**src/rtl/coffee_pkg.sv**
```systemverilog
// Shared definitions for the coffee order scheduler: machine state codes,
// scheduler states and default start timeout.
package coffee_pkg;

    localparam logic [3:0] M_IDLE      = 4'd1;
    localparam logic [3:0] M_SELECT    = 4'd2;
    localparam logic [3:0] M_PAY       = 4'd3;
    localparam logic [3:0] M_GRIND     = 4'd4;
    localparam logic [3:0] M_HEAT      = 4'd5;
    localparam logic [3:0] M_TAMP      = 4'd6;
    localparam logic [3:0] M_PREINFUSE = 4'd7;
    localparam logic [3:0] M_PRESS     = 4'd8;
    localparam logic [3:0] M_EXTRACAO  = 4'd9;

    typedef enum logic [1:0] {
        S_IDLE,
        S_START,
        S_BREW,
        S_DONE
    } sched_state_t;

    localparam int unsigned START_TIMEOUT_DEF = 16;

    function automatic logic mach_code_valid(input logic [3:0] code);
        case (code)
            M_IDLE, M_SELECT, M_PAY, M_GRIND, M_HEAT,
            M_TAMP, M_PREINFUSE, M_PRESS, M_EXTRACAO: return 1'b1;
            default: return 1'b0;
        endcase
    endfunction

endpackage

```
**src/rtl/coffee_order_scheduler_rr_arbiter.sv**
```systemverilog
// Combinational round-robin pick: first set request bit at or after ptr,
// wrapping modulo N_REQ; one-hot grant plus valid.
module rr_arbiter #(
    parameter int unsigned N_REQ = 4,
    localparam int unsigned PW = $clog2(N_REQ)
) (
    input  logic [N_REQ-1:0] req,
    input  logic [PW-1:0]    ptr,
    output logic [N_REQ-1:0] gnt,
    output logic             valid
);

    localparam logic [PW:0] N_W = (PW + 1)'(N_REQ);

    logic [PW:0] idx;

    always_comb begin
        gnt   = '0;
        valid = 1'b0;
        idx   = '0;
        for (int unsigned i = 0; i < N_REQ; i++) begin
            idx = {1'b0, ptr} + (PW + 1)'(i);
            if (idx >= N_W) begin
                idx = idx - N_W;
            end
            if (!valid && req[idx[PW-1:0]]) begin
                gnt[idx[PW-1:0]] = 1'b1;
                valid            = 1'b1;
            end
        end
    end

endmodule

```
**src/rtl/coffee_order_scheduler.sv**
```systemverilog
// Shares one coffee machine among N_REQ requesters, round-robin.
// Define COFFEE_SCHED_STATS_EN to add the served_cnt / abort_cnt outputs.
module coffee_order_scheduler
    import coffee_pkg::*;
#(
    parameter int unsigned N_REQ         = 4,
    parameter int unsigned START_TIMEOUT = START_TIMEOUT_DEF
) (
    input  logic             clk,
    input  logic             rst_n,
    input  logic [N_REQ-1:0] req,
    input  logic [3:0]       mach_state,
    output logic             mach_start,
    output logic [N_REQ-1:0] grant,
    output logic [N_REQ-1:0] done,
    output logic             busy,
    output logic             timeout_err
`ifdef COFFEE_SCHED_STATS_EN
    ,
    output logic [15:0]      served_cnt,
    output logic [7:0]       abort_cnt
`endif
);

    localparam int unsigned PW = $clog2(N_REQ);
    localparam int unsigned TW = $clog2(START_TIMEOUT + 1);
    localparam logic [PW-1:0] LAST_IDX = PW'(N_REQ - 1);
    localparam logic [TW-1:0] TMO_LAST = TW'(START_TIMEOUT - 1);

    sched_state_t     state;
    logic [N_REQ-1:0] pending;
    logic [PW-1:0]    rr_ptr;
    logic             saw_extract;
    logic [TW-1:0]    tmo_cnt;

    logic [N_REQ-1:0] req_all;
    logic [N_REQ-1:0] arb_gnt;
    logic             arb_valid;
    logic [PW-1:0]    win_idx;
    logic [PW-1:0]    next_ptr;
    logic [N_REQ-1:0] pend_release;

    // Same-cycle requests take part in arbitration so an idle scheduler grants one cycle after req.
    assign req_all = pending | req;

    rr_arbiter #(.N_REQ(N_REQ)) u_arb (
        .req   (req_all),
        .ptr   (rr_ptr),
        .gnt   (arb_gnt),
        .valid (arb_valid)
    );

    always_comb begin
        win_idx = '0;
        for (int unsigned i = 0; i < N_REQ; i++) begin
            if (grant[i]) begin
                win_idx = PW'(i);
            end
        end
        next_ptr     = (win_idx == LAST_IDX) ? '0 : win_idx + 1'b1;
        pend_release = (pending & ~grant) | req;
    end

    always_ff @(posedge clk or negedge rst_n) begin
        if (!rst_n) begin
            state       <= S_IDLE;
            pending     <= '0;
            rr_ptr      <= '0;
            saw_extract <= 1'b0;
            tmo_cnt     <= '0;
            mach_start  <= 1'b0;
            grant       <= '0;
            done        <= '0;
            busy        <= 1'b0;
            timeout_err <= 1'b0;
`ifdef COFFEE_SCHED_STATS_EN
            served_cnt  <= '0;
            abort_cnt   <= '0;
`endif
        end else begin
            done        <= '0;
            timeout_err <= 1'b0;
            pending     <= req_all;
            unique case (state)
                S_IDLE: begin
                    if (arb_valid) begin
                        grant <= arb_gnt;
                        busy  <= 1'b1;
                        state <= S_START;
                    end
                end
                S_START: begin
                    if (mach_state != M_IDLE) begin
                        state      <= S_BREW;
                        mach_start <= 1'b0;
                        tmo_cnt    <= '0;
                    end else if (tmo_cnt == TMO_LAST) begin
                        state       <= S_IDLE;
                        mach_start  <= 1'b0;
                        tmo_cnt     <= '0;
                        timeout_err <= 1'b1;
                        pending     <= pend_release;
                        rr_ptr      <= next_ptr;
                        grant       <= '0;
                        busy        <= 1'b0;
`ifdef COFFEE_SCHED_STATS_EN
                        abort_cnt   <= (abort_cnt == 8'hFF) ? abort_cnt : abort_cnt + 8'd1;
`endif
                    end else begin
                        mach_start <= 1'b1;
                        tmo_cnt    <= tmo_cnt + 1'b1;
                    end
                end
                S_BREW: begin
                    if (mach_state == M_EXTRACAO) begin
                        saw_extract <= 1'b1;
                    end
                    if (saw_extract && mach_state == M_IDLE) begin
                        state <= S_DONE;
                    end
                end
                S_DONE: begin
                    done        <= grant;
                    pending     <= pend_release;
                    saw_extract <= 1'b0;
                    rr_ptr      <= next_ptr;
                    grant       <= '0;
                    busy        <= 1'b0;
                    state       <= S_IDLE;
`ifdef COFFEE_SCHED_STATS_EN
                    served_cnt  <= served_cnt + 16'd1;
`endif
                end
            endcase
        end
    end

endmodule

```
**config.mk**
```make
export PLATFORM = sky130hd
export DESIGN_NAME = coffee_order_scheduler
export DESIGN_NICKNAME = d
export VERILOG_FILES = /design/src/rtl/coffee_pkg.sv /design/src/rtl/coffee_order_scheduler_rr_arbiter.sv /design/src/rtl/coffee_order_scheduler.sv
export SDC_FILE = /design/constraint.sdc
export NUM_CORES = 1
export LEC_CHECK = 0
export CORE_UTILIZATION = 55
export CTS_CLUSTER_DIAMETER = 60
export DETAILED_ROUTE_END_ITERATION = 12
export PLACE_DENSITY = 0.82
export SLEW_MARGIN = 20
export SYNTH_ARGS = -nofsm -noshare
export SYNTH_HDL_FRONTEND = slang
export SYNTH_HIERARCHICAL = 1
export SYNTH_SLANG_ARGS = --single-unit
```
**constraint.sdc**
```tcl
create_clock -name clk -period 3 [get_ports clk]
set_input_delay 0.6 -clock clk [delete_from_list [all_inputs] [get_ports clk]]
set_output_delay 0.6 -clock clk [all_outputs]
set_load 0.02 [all_outputs]
```
==> results.md, run 1 <==
- The clock share of power is between 10% and 20%.
- The area growth from synthesis to layout is 15.1%.
- CTS saw 25 sinks.
- In this run the register-to-register setup slack is roughly 0.74 ns.
- The chip width is roughly 56 um.
- The remaining design rule violation count is 0.
- After legalization and detailed placement, the total HPWL measured roughly 2.6 mm.
- The portion of total power attributed to sequential cells is between 30% and 40%.
- Data on the critical path is required at its endpoint by ~3.2 ns.
- For this configuration, the core starts out at a cell density of roughly 58%.
- STA classifies the critical path endpoint as a flip-flop.
- After synthesis, the share of flip-flops with an asynchronous set or reset is 100%.
- Traced cell by cell, the critical path runs through clkdlybuf4s50_1, nor2_1, inv_1, mux4_2, a31o_1, a221oi_2, o2bb2ai_1, a21oi_1, nor2_1.
- In this run the number of cells on the critical path is 9.
- The worst reg2reg path endpoint is grant[0]$_DFFE_PN0P_.
- The worst clock skew is between 0.007 and 0.008 ns.
- Of all nets on the critical path, the largest fanout is 8.
- The run finished with clean final reports.
- TritonCTS created 3 clock buffers.
- The routed length per placed instance is around 16 um.
- The core region is about 2800 um^2.
- The count of cell types in the netlist is 43.
- The post-cts gate resize count is 0.
- Pin placement for this block handled 21 I/O pins.
- The critical path starts at req[3].
- The power density of the placed cells is 771 nW/um^2.
- On the final layout, the worst hold slack is between 0.5 and 0.6 ns.
- Measured in cells, the most critical reg-to-reg path has a length of 8.
- The number of instances in the synthesized netlist is ~160.
- The most common cell type on the critical path is nor2_1.
- The largest voltage drop on the vdd net is roughly 0.57 mV.
- Dividing the detail-routed via count by the number of cells gives 6.00.
- The root buffer cell chosen for the clock tree is clkbuf_4.
- The proportion of power drawn by combinational gates is roughly 53%.
- The filler cell count is around 210.
- The internal power component is 0.000816 W.
- 0 antenna diodes ended up in the layout.
- Subtracting the final worst setup slack from the clock period gives roughly 2.4 ns.
- The netlist area before placement is roughly 1600 um^2.
- The startpoint identified for the worst register-to-register timing path is rr_ptr[0]$_DFFE_PN0P_.
- The kind of start point of the critical path is an input port.
- The clock passes through at most 2 buffers.
- The number of buffers and inverters on the critical path is 2.
- The number of max-slew violations in the final report is 0.
- For this block, the routed nets add up to 3.39 mm of wire.
- After synthesis, the mean cell area works out to around 9.8 um^2.
- The maximum cell stage delay along the critical path is between 0.5 and 0.6 ns.
- In this run the number of H-tree levels came out at 1.
- The congestion estimate from routability-driven global placement came to approximately 0.84.
- The total routing usage reported by global routing is between 20% and 30%.
- The die outline height is 56.2 um.
- The share of post-route cells with drive strength above 1 is between 10% and 20%.
- After clock tree synthesis, the clock-pin slew on the worst setup and hold paths is between 0.1 and 0.15 ns.
- The count of port buffers added during placement is 20.
- The worst path setup slack after routing is approximately 0.56 ns.
- The final hold violation count is 0.
- Of the available clock period, the critical path in the final layout requires between 80% and 90%.
- The detail route stage leaves a number of antenna-violating nets equal to 0.
- The via count of the first global-routing pass is between 1,000 and 1,500.
- Entering global routing, the biggest net connects 26 pins.
- The slowest cell on the critical path is mux4_2.
- Yosys mapped a number of flops with a built-in enable equal to 0.
- In this run the power spent charging and discharging nets is about 0.0006 W.
- The worst hold path begins at mach_start$_DFFE_PN0P_.
- Setup repair after global routing left no endpoint under its margin.
- The most used flip-flop cell after synthesis is dfrtp_1.
- The arrival time reported for the critical path endpoint is between 2 and 3 ns.
- The floorplan has 19 rows.
- The number of hold buffers added after cts is 0.
- Of the total power, the share spent switching nets is approximately 43%.
- The analysis attributes to cell leakage a power of 0.831 nW.
- The path type of the worst min-delay path is flip-flop to flip-flop.
- The timing-limited maximum frequency is 410 MHz.
- The violation count after the first detailed-routing iteration is between 50 and 60.
- The max-cap violation count is 0.
- The flop and latch count out of synthesis is 25.
- The most frequent standard cell in the layout excluding fill and tap cells is dfrtp_1.
- The share of the Yosys chip area taken by registers is between 30% and 40%.
- The slew at the pin with the worst max-slew slack is 0.551 ns.
- The worst pin sits at a relative slew slack of around 63%.
- The global-route wire length before repair is slightly below 6 mm.
- The number of instances on the worst hold path is 2.
- The die covers 3150 um^2.
- The minimum setup slack after placement is between 0.2 and 0.25 ns.
- The number of nets in the layout is slightly above 200.
- Setup violations remaining at the end of the flow were counted as 0.
- The initial antenna violation count was 0.
- The number of nets in the synthesized netlist is about 180.
- TritonCTS built the clock tree.
- The number of iterations in the first detailed-routing pass is 4.
- The Yosys step of the flow raised 6 warnings.
- The later pin in the worst-skew pair is clocked with a latency of 0.31 ns.
- The total negative setup slack is 0 ns.
- Among cell families on the critical path, the largest total delay comes from compound AO/OA/AOI/OAI gates.
- For hold timing, the worst endpoint is mach_start$_DFFE_PN0P_.
- For this run the aggregate overflow at the end of global routing stands at 0.
- Summing over every cut layer, the via total after detailed routing is around 1,300.
- The buffers inserted during post-CTS setup optimization is 0.
- The critical path start-end classification is input port to flip-flop.
- Leaving out fill and tap cells, the most frequent cells in the layout are 25 x dfrtp_1, 20 x clkdlybuf4s50_1, 19 x nor2_1.
==> worst min-delay path: stages (launching register included) <==
cell and delay (ns):
dfrtp_1 0.37, nand2_1 0.05, nand2_1 0.06
==> flip-flops by register name (all words and copies together) (netlist names), named ones only <==
signal       cells
done             4
mach_start       1
busy             1
tmo_cnt          5
saw_extract      1
timeout_err      1
grant            4
pending          4
state            1
rr_ptr           2
==> Yosys cell counts (all sizes together) (2+ instances only) <==
cell type   n  share of area (%)
a2111oi     2                1.9
a211oi      2               0.93
a21oi       3               0.93
a31oi       7                2.7
and3        6                2.4
buf         4                2.0
clkbuf      3               0.70
dfrtp      25                 39
ha          7                5.4
inv        12                2.8
mux2        5                4.0
mux2i       9                5.6
nand2      15                4.0
nand2b      6                2.3
nand3       4                1.2
nor2       19                4.4
nor2b       2               0.78
nor3b       2                1.2
nor4        2               0.78
o21ai       3               0.93
o22ai       6                2.3
o2bb2ai     4                2.2
==> worst max path at each step <==
stage                     slack (ns)                    to
after floorplan                 0.78  grant[0]$_DFFE_PN0P_
final                           0.56  grant[2]$_DFFE_PN0P_
after CTS                       0.58  grant[2]$_DFFE_PN0P_
after detailed placement        0.24  grant[2]$_DFFE_PN0P_
after global placement          0.28  grant[2]$_DFFE_PN0P_
after global routing            0.40  grant[0]$_DFFE_PN0P_
==> metrics by stage <==
step / total power, W / area (um^2) / utilization, % / std cells
after floorplan: 0.00108 / 1610 / - / 164
after global placement: 0.00127 / 1830 / 66.4 / 211
after detailed placement: 0.00129 / 1830 / 66.4 / 211
after CTS: 0.00144 / 1860 / 67.3 / 215
after global routing: 0.00154 / 1860 / 67.3 / 215
final: 0.00143 / 1860 / 67.3 / 215
==> area by class of cell <==
| class | instances | area (um^2) | area share [%] |
|---|---|---|---|
| clock buffers | 4 | 26.3 | 1.42 |
| inverters | 12 | 45.0 | 2.43 |
| multi-input cells | 120 | 898 | 48.4 |
| flip-flops and latches | 25 | 626 | 33.7 |
| well taps | 31 | 38.8 | 2.09 |
| repair buffers | 23 | 223 | 12.0 |
==> kinds of logic after synthesis <==
group                    count (synthesis)  share of synthesized area [%]
AND/OR/NAND/NOR                         64                           22.7
AO/OA/AOI/OAI                           34                           16.7
flip-flops                              25                           38.8
buffers and inverters                   19                           5.51
multiplexers                            15                           10.9
adder cells (fa/ha/maj)                  7                           5.43
==> power groups by stage <==
stage	sequential, W	combinational [W]	clock [W]
2_1_floorplan	0.000533	0.000547	0
3_3_place_gp	0.000523	0.000746	0
3_5_place_dp	0.000527	0.000762	0
4_1_cts	0.000518	0.000765	0.000153
5_1_grt	0.000534	0.000838	0.000165
6_report	0.000519	0.000765	0.000148
==> per-layer routing <==
layer | global-route usage [%] | vias up | wire (um)
li1 | - | 633 | -
met1 | 31.3 | 617 | 1530
met2 | 39.1 | 34 | 1720
met3 | 1.86 | 6 | 97
met4 | 9.41 | 0 | 41
met5 | 0 | - | 0
No activity file was read; power rests on OpenSTA's default activity.
==> run 2: changes to the inputs <==
==> constraint.sdc (replaced) <==
create_clock -name clk -period 2.3 [get_ports clk]
set_input_delay 0.46 -clock clk [delete_from_list [all_inputs] [get_ports clk]]
set_output_delay 0.46 -clock clk [all_outputs]
set_load 0.02 [all_outputs]
==> run 2 against run 1 <==
Via count rose by 9.6%. Critical path type unchanged. Setup slack got worse by 0.46 ns. Non-clock buffer count up 17. Cell count is 7.9% higher. Wire length increased by 9.5%.
==> results.md, run 2 (synthesized netlist as in run 1, its figures left out) <==
- The worst path setup slack after routing is between 0.1 and 0.15 ns.
- Across the run, the number of max-cap violations was 0.
- The portion of total power attributed to sequential cells is between 30 and 40%.
- The initial utilization of the core area, before any placement, comes to between 50% and 60%.
- Before antenna repair, the detailed router went through 4 iterations.
- Compared with the post-synthesis result, the final layout area differs by 24.0%.
- Setup repair after global routing left no endpoint under its margin.
- The arrival time reported for the critical path endpoint is about 2.4 ns.
- Excluding fillers, the count of instances in the completed layout stands at roughly 230.
- The repair_antennas step left the layout with diodes totalling 0.
- The number of top-level design ports is 21.
- The number of max-slew violations in the final report came to 0.
- Among all stages on the critical path, the largest delay is contributed by mux4_2.
- The number of nets in the layout is ~220.
- The remaining design rule violation count is 0.
- The reported net switching power is between 0.0008 and 0.0009 W.
- The share of post-route cells with drive strength above 1 is a little over a fifth.
- The endpoint class of the critical path is a flip-flop.
- Before CTS, the worst setup slack after placement is -0.227 ns.
- The data required time of the critical path is 2.51 ns.
- The fraction of the core area covered by cells at the end of the flow is about 73%.
- The register with the most flip-flops in the layout has 5 of them.
- The floorplan step set the die width to about 56 um.
- Adding up every negative setup slack in the final design gives 0 ns.
- The internal power component is about 0.0011 W.
- Buffers placed on the I/O ports in this run total 20.
- The remaining antenna violation count is 0.
- Final hold analysis gives a worst-case slack of 0.485 ns.
- The final hold violation count is 0.
- The path type of the worst min-delay path is input port to async pin.
- After clock tree synthesis, the clock-pin slew on the worst setup and hold paths is 0.13 ns.
- The area enclosed by the die boundary is roughly 3200 um^2.
- In the layout the commonest cells are 25 x dfrtp_1, 20 x clkdlybuf4s50_1, 20 x buf_4.
- The die outline height is between 50 and 60 um.
- The floorplan has 19 rows.
- The maximum cell stage delay along the critical path is 0.52 ns.
- The switching power share of the total is between 40 and 50%.
- TritonCTS built the clock tree.
- The analysis attributes to cell leakage a power of between 0.9 and 1 nW.
- The via count of the first global-routing pass came to ~1,400.
- The clock share of power is about a tenth.
- The setup-violating endpoint count in the final report is 0.
- The routed length per placed instance is between 15 and 20 um.
- The global-route wire length before repair is ~6.4 mm.
- CTS saw 25 sinks.
- tmo_cnt holds more flip-flops than any other register.
- The root buffer selected by CTS is clkbuf_4.
- The placeable core region is ~2800 um^2.
- Of all nets on the critical path, the largest fanout is 3.
- At the later pin of the worst-skew pair, clock insertion delay measures roughly 0.31 ns.
- The vias per cell is 6.09.
- IR analysis of the VDD net gives a maximum drop of approximately 0.92 mV.
- The clock buffer count from CTS is 3.
- The wire length after detailed routing is approximately 3.7 mm.
- Detailed placement finished with a half-perimeter wire length of roughly 2.8 mm.
- The violation count after the first detailed-routing iteration is a little over 90.
- The total congestion overflow after global routing is 0.
- The worst clock skew is roughly 0.0086 ns.
- Headroom to the max-slew limit came out at roughly three fifths.
- The number of hold buffers added after cts is 0.
- The worst path uses 95.4% of the clock period.
- By startpoint and endpoint, the worst setup path is classified as input port to flip-flop.
- The most frequent standard cell in the layout excluding fill and tap cells is dfrtp_1.
- Walking the worst path, the cells encountered are clkdlybuf4s50_1, nor2_1, inv_1, mux4_2, buf_4, a211oi_1, o2bb2ai_1, mux2i_1, nor2_1.
- Global routing used approximately 26% of the available tracks.
- For this run, the top clock speed supported by timing is 456 MHz.
- STA classifies the critical path startpoint as an input port.
- In this run the number of H-tree levels came out at 1.
- For the pin with the worst max-slew slack, the measured transition is ~0.61 ns.
- The most common cell type on the critical path is nor2_1.
- The proportion of power drawn by combinational gates is a little under three fifths.
- The largest buffer count on any clock path is 2.
- The weighted congestion at the end of routability-driven global placement is 0.894.
- The placed instance count is roughly 230.
- The flow ran to the end, and the final reports show no timing, DRC or antenna violations.
- The initial antenna violation count is 0.
- The clock period could shrink to 2.20 ns.
- For this design the ratio of total power to cell area is between 900 and 1000 nW/um^2.
- For this block, the via count after detailed routing is ~1,400.
- The pin count of the biggest net entering global routing is 26.
-- run 2: cell count changes in the layout (fill, tap and decap cells not counted) --
cell / previous run / this run
nor2_1: 19 / 18
clkinv_2: 0 / 1
buf_4: 3 / 20
ha_1: 7 / 6
ha_4: 0 / 1
clkbuf_1: 1 / 0
nor2_2: 0 / 1
-- run 2: timing repair --
item / in CTS / in global routing
endpoints found under the hold margin: 0 / 0
setup buffers: 0 / 0
setup endpoints to repair: 0 / 4
resized for setup: 0 / 3
-- run 2: metrics by stage --
| stage | instance area (um^2) | total power [W] |
|---|---|---|
| final | 2000 | 0.00198 |
| after floorplan | 1610 | 0.00141 |
| after global routing | 2000 | 0.00211 |
| after CTS | 1990 | 0.00194 |
| after detailed placement | 1960 | 0.00174 |
| after global placement | 1960 | 0.00170 |
-- run 2: worst max-delay path: cells and delay by family --
kind | cells | cell delay, ns
buf+inv | 3 | 0.67
mux | 2 | 0.68
compound gates | 2 | 0.38
simple gates | 2 | 0.21
-- run 2: power groups by stage --
| stage | combinational (W) | clock [W] | sequential (W) |
|---|---|---|---|
| 2_1_floorplan | 0.000713 | 0 | 0.000695 |
| 3_3_place_gp | 0.00103 | 0 | 0.000676 |
| 3_5_place_dp | 0.00106 | 0 | 0.000683 |
| 4_1_cts | 0.00107 | 0.000195 | 0.000675 |
| 5_1_grt | 0.00120 | 0.000206 | 0.000697 |
| 6_report | 0.00112 | 0.000187 | 0.000676 |
-- run 2: final timing paths --
path                                   startpoint                     end  slack, ns  depth (start not counted)
min                                         rst_n   rr_ptr[0]$_DFFE_PN0P_       0.48                          2
min reg2reg                mach_start$_DFFE_PN0P_  mach_start$_DFFE_PN0P_       0.50                          2
max reg2reg                 rr_ptr[0]$_DFFE_PN0P_    grant[0]$_DFFE_PN0P_       0.19                          8
min in group clk           mach_start$_DFFE_PN0P_  mach_start$_DFFE_PN0P_       0.50                          2
max in group asynchronous                   rst_n  mach_start$_DFFE_PN0P_       1.57                          2
max                                        req[3]    grant[1]$_DFFE_PN0P_       0.10                          9
-- run 2: final cells by class --
class,instances,area (um^2)
sequential,25,626
timing repair buffer,40,350
clock inverter,1,5.00
multi-input combinational,120,913
tap,31,38.8
fill,195,757
inverter,12,45.0
clock buffer,3,22.5
-- run 2: routing by layer --
metal  GRT usage [%]  routed length [um]  up-vias
met4            13.6                 122        0
met3            2.56                 147       12
met5               0                   0        -
li1                -                   -      666
met2            41.5                1820       51
met1            34.7                1620      685
==> run 3: changes to the inputs <==
==> constraint.sdc (replaced) <==
create_clock -name clk -period 2.8 [get_ports clk]
set_input_delay 0.56 -clock clk [delete_from_list [all_inputs] [get_ports clk]]
set_output_delay 0.56 -clock clk [all_outputs]
set_load 0.02 [all_outputs]
==> run 3 against run 2 <==
Non-clock buffer count decreased by 16. Cell area shrank 6.8%. First-iteration DRC count fell by 42%. Cell count fell by 6.9%. Setup slack improved by 0.35 ns. Sequential share of layout area grew 2.3 points. Critical path type unchanged. Largest cell class unchanged.
==> results.md, run 3 (synthesized netlist as in run 1, its figures left out) <==
- The flip-flop count of the largest register after layout is 5.
- The min-delay analysis places its worst path in the category flip-flop to flip-flop.
- The routed layout has 1,298 vias.
- The design draws 0.00155 W.
- The wire length after detailed routing is approximately 3.4 mm.
- TritonCTS built the clock tree.
- The die outline height is approximately 56 um.
- After detailed routing, the number of vias per cell comes to 6.01.
- The initial antenna violation count is 0.
- In the layout the commonest cells are 25 x dfrtp_1, 20 x clkdlybuf4s50_1, 19 x nor2_1.
- The placed instances occupy a cell area of 1840 um^2.
- After clock tree synthesis, the clock-pin slew on the worst setup and hold paths is 0.13 ns.
- The number of max-slew violations in the final report is 0.
- For the worst setup path, the data arrival time is between 2 and 3 ns.
- The count of inserted antenna diode cells is 0.
- The filler cells instantiated in the layout total 234.
- The worst path needs 2.34 ns of the cycle, external delays included.
- The number of nets in the layout is slightly above 200.
- The worst setup path is of the input port to flip-flop kind.
- The count of non-filler cells in the finished layout is 216.
- The most frequent standard cell in the layout excluding fill and tap cells is dfrtp_1.
- The clock buffer count from CTS is 3.
- The number of cells on the worst reg-to-reg path is 8.
- In this run the post-CTS setup repair buffer count came out at 0.
- The max-cap violation count is 0.
- With fillers left out, the area of the finished cells amounts to between 1500 and 2000 um^2.
- The final hold violation count is 0.
- The worst setup path is captured at a flip-flop.
- Global routing finished with a remaining overflow of 0.
- The via count of the first global-routing pass was approximately 1,200.
- The weighted congestion at the end of routability-driven global placement is around 0.82.
- Across every metal layer, demand over resource in global routing totals between 20% and 30%.
- The initial utilization of the core area, before any placement, comes to 58.5%.
- The area enclosed by the die boundary is approximately 3200 um^2.
- The violation count after the first detailed-routing iteration is 53.
- Entering global routing, the biggest net connects 26 pins.
- After clock tree synthesis, the flow added hold-fix buffers numbering 0.
- Buffers placed on the I/O ports in this run total 20.
- The longest clock path from root to sink contains 2 buffers.
- Dividing the detail-routed wire length by the instance count gives between 15 and 20 um.
- For this design the ratio of total power to cell area is between 800 and 900 nW/um^2.
- Once the clock tree was built, the resizer swapped 0 gates to a different size.
- The later pin in the worst-skew pair is clocked with a latency of 0.31 ns.
- The wire-length estimate of the detail-placed layout is roughly 2.5 mm.
- The worst clock skew is 0.0151 ns.
- The timing-limited maximum frequency is 427 MHz.
- In this run the tightest slew margin relative to its limit is 60.4%.
- The first detailed-routing pass took 5 iterations.
- The layout-stage area growth over the synthesis result is 15.6%.
- The total negative setup slack is 0 ns.
- The floorplan row count is 19.
- Along the worst hold path, the cell count comes to 2.
- The H-tree depth is 1.
- The static leakage is about 0.84 nW.
- The remaining antenna violation count is 0.
- The tree is rooted in a clkbuf_4.
- The post-route netlist has roughly an eighth of its cells at a drive strength greater than 1.
- IR analysis of the VDD net gives a maximum drop of around 0.74 mV.
- The flow ran to the end, and the final reports show no timing, DRC or antenna violations.
- The kind of start point of the critical path is an input port.
- The area occupied by registers is approximately 630 um^2.
- The worst path uses 83.6% of the clock period.
- The data required time of the critical path is 3.02 ns.
- The region available for standard cell placement spans approximately 2800 um^2.
- The number of clock sinks is 25.
- The register with the most flip-flops in the final layout is tmo_cnt.
- Along the worst path, the maximum fanout reaches 8.
- The placed instance count is roughly 210.
- The number of top-level design ports is 21.
- The setup-violating endpoint count in the final report is 0.
- At the pin with the least slew margin, the transition time is 0.591 ns.
- The global-route wire length before repair is 5.64 mm.
- Setup repair after global routing left no endpoint under its margin.
- In the routed design, unresolved DRC markers number 0.
- In the final layout, the multi-input gates occupy 898 um^2.
- The chip width is about 56 um.
==> run 3: changes by cell type in the layout (fill, tap and decap cells not counted) <==
| cell | delta |
|---|---|
| ha_1 | +1 |
| clkbuf_1 | +1 |
| nor2_2 | -1 |
| clkinv_2 | -1 |
| buf_4 | -16 |
| ha_4 | -1 |
| nor2_1 | +1 |
==> run 3: layout make-up <==
type	instances	area share (%)
clock buffer	4	1.41
inverter	12	2.42
multi-input combinational	120	48.2
sequential	25	33.6
tap	31	2.08
timing repair buffer	24	12.3
==> run 3: through the flow <==
stage	setup slack (ns)	hold WS [ns]	utilization, %
final	0.459	0.494	67.6
after global routing	0.286	0.528	67.6
after CTS	0.471	0.503	67.6
after detailed placement	0.129	0.463	66.7
after global placement	0.146	0.464	66.7
after floorplan	0.576	0.264	-
==> run 3: routing by layer <==
metal,global-route usage (%),vias to the layer above,wire length (um)
met5,0,-,0
met4,8.71,0,23
met3,1.63,2,83
met2,37.8,23,1700
met1,31.0,639,1550
li1,-,634,-
==> run 3: critical path, stage by stage <==
cell	delay [ns]
clkdlybuf4s50_1	0.41
nor2_1	0.14
inv_1	0.16
mux4_2	0.55
a31o_1	0.22
a221oi_2	0.18
o2bb2ai_1	0.12
a21oi_1	0.14
nor2_1	0.07
==> run 3: final timing paths <==
check | from | endpoint | slack [ns]
worst max-delay path | req[0] | grant[2]$_DFFE_PN0P_ | 0.46
worst min-delay path | mach_start$_DFFE_PN0P_ | mach_start$_DFFE_PN0P_ | 0.49
worst max register to register | rr_ptr[0]$_DFFE_PN0P_ | grant[0]$_DFFE_PN0P_ | 0.54
worst min register to register | mach_start$_DFFE_PN0P_ | mach_start$_DFFE_PN0P_ | 0.49
max in group asynchronous | rst_n | timeout_err$_DFF_PN0_ | 1.96
min in group asynchronous | rst_n | pending[3]$_DFF_PN0_ | 0.59
==> run 3: power by group <==
group / leakage [nW] / internal [W] / total (W) / switching (W)
logic: 0.509 / 0.000375 / 0.000836 / 0.000460
clock network: 0.0150 / 0.0000555 / 0.000154 / 0.0000989
registers: 0.312 / 0.000450 / 0.000557 / 0.000107
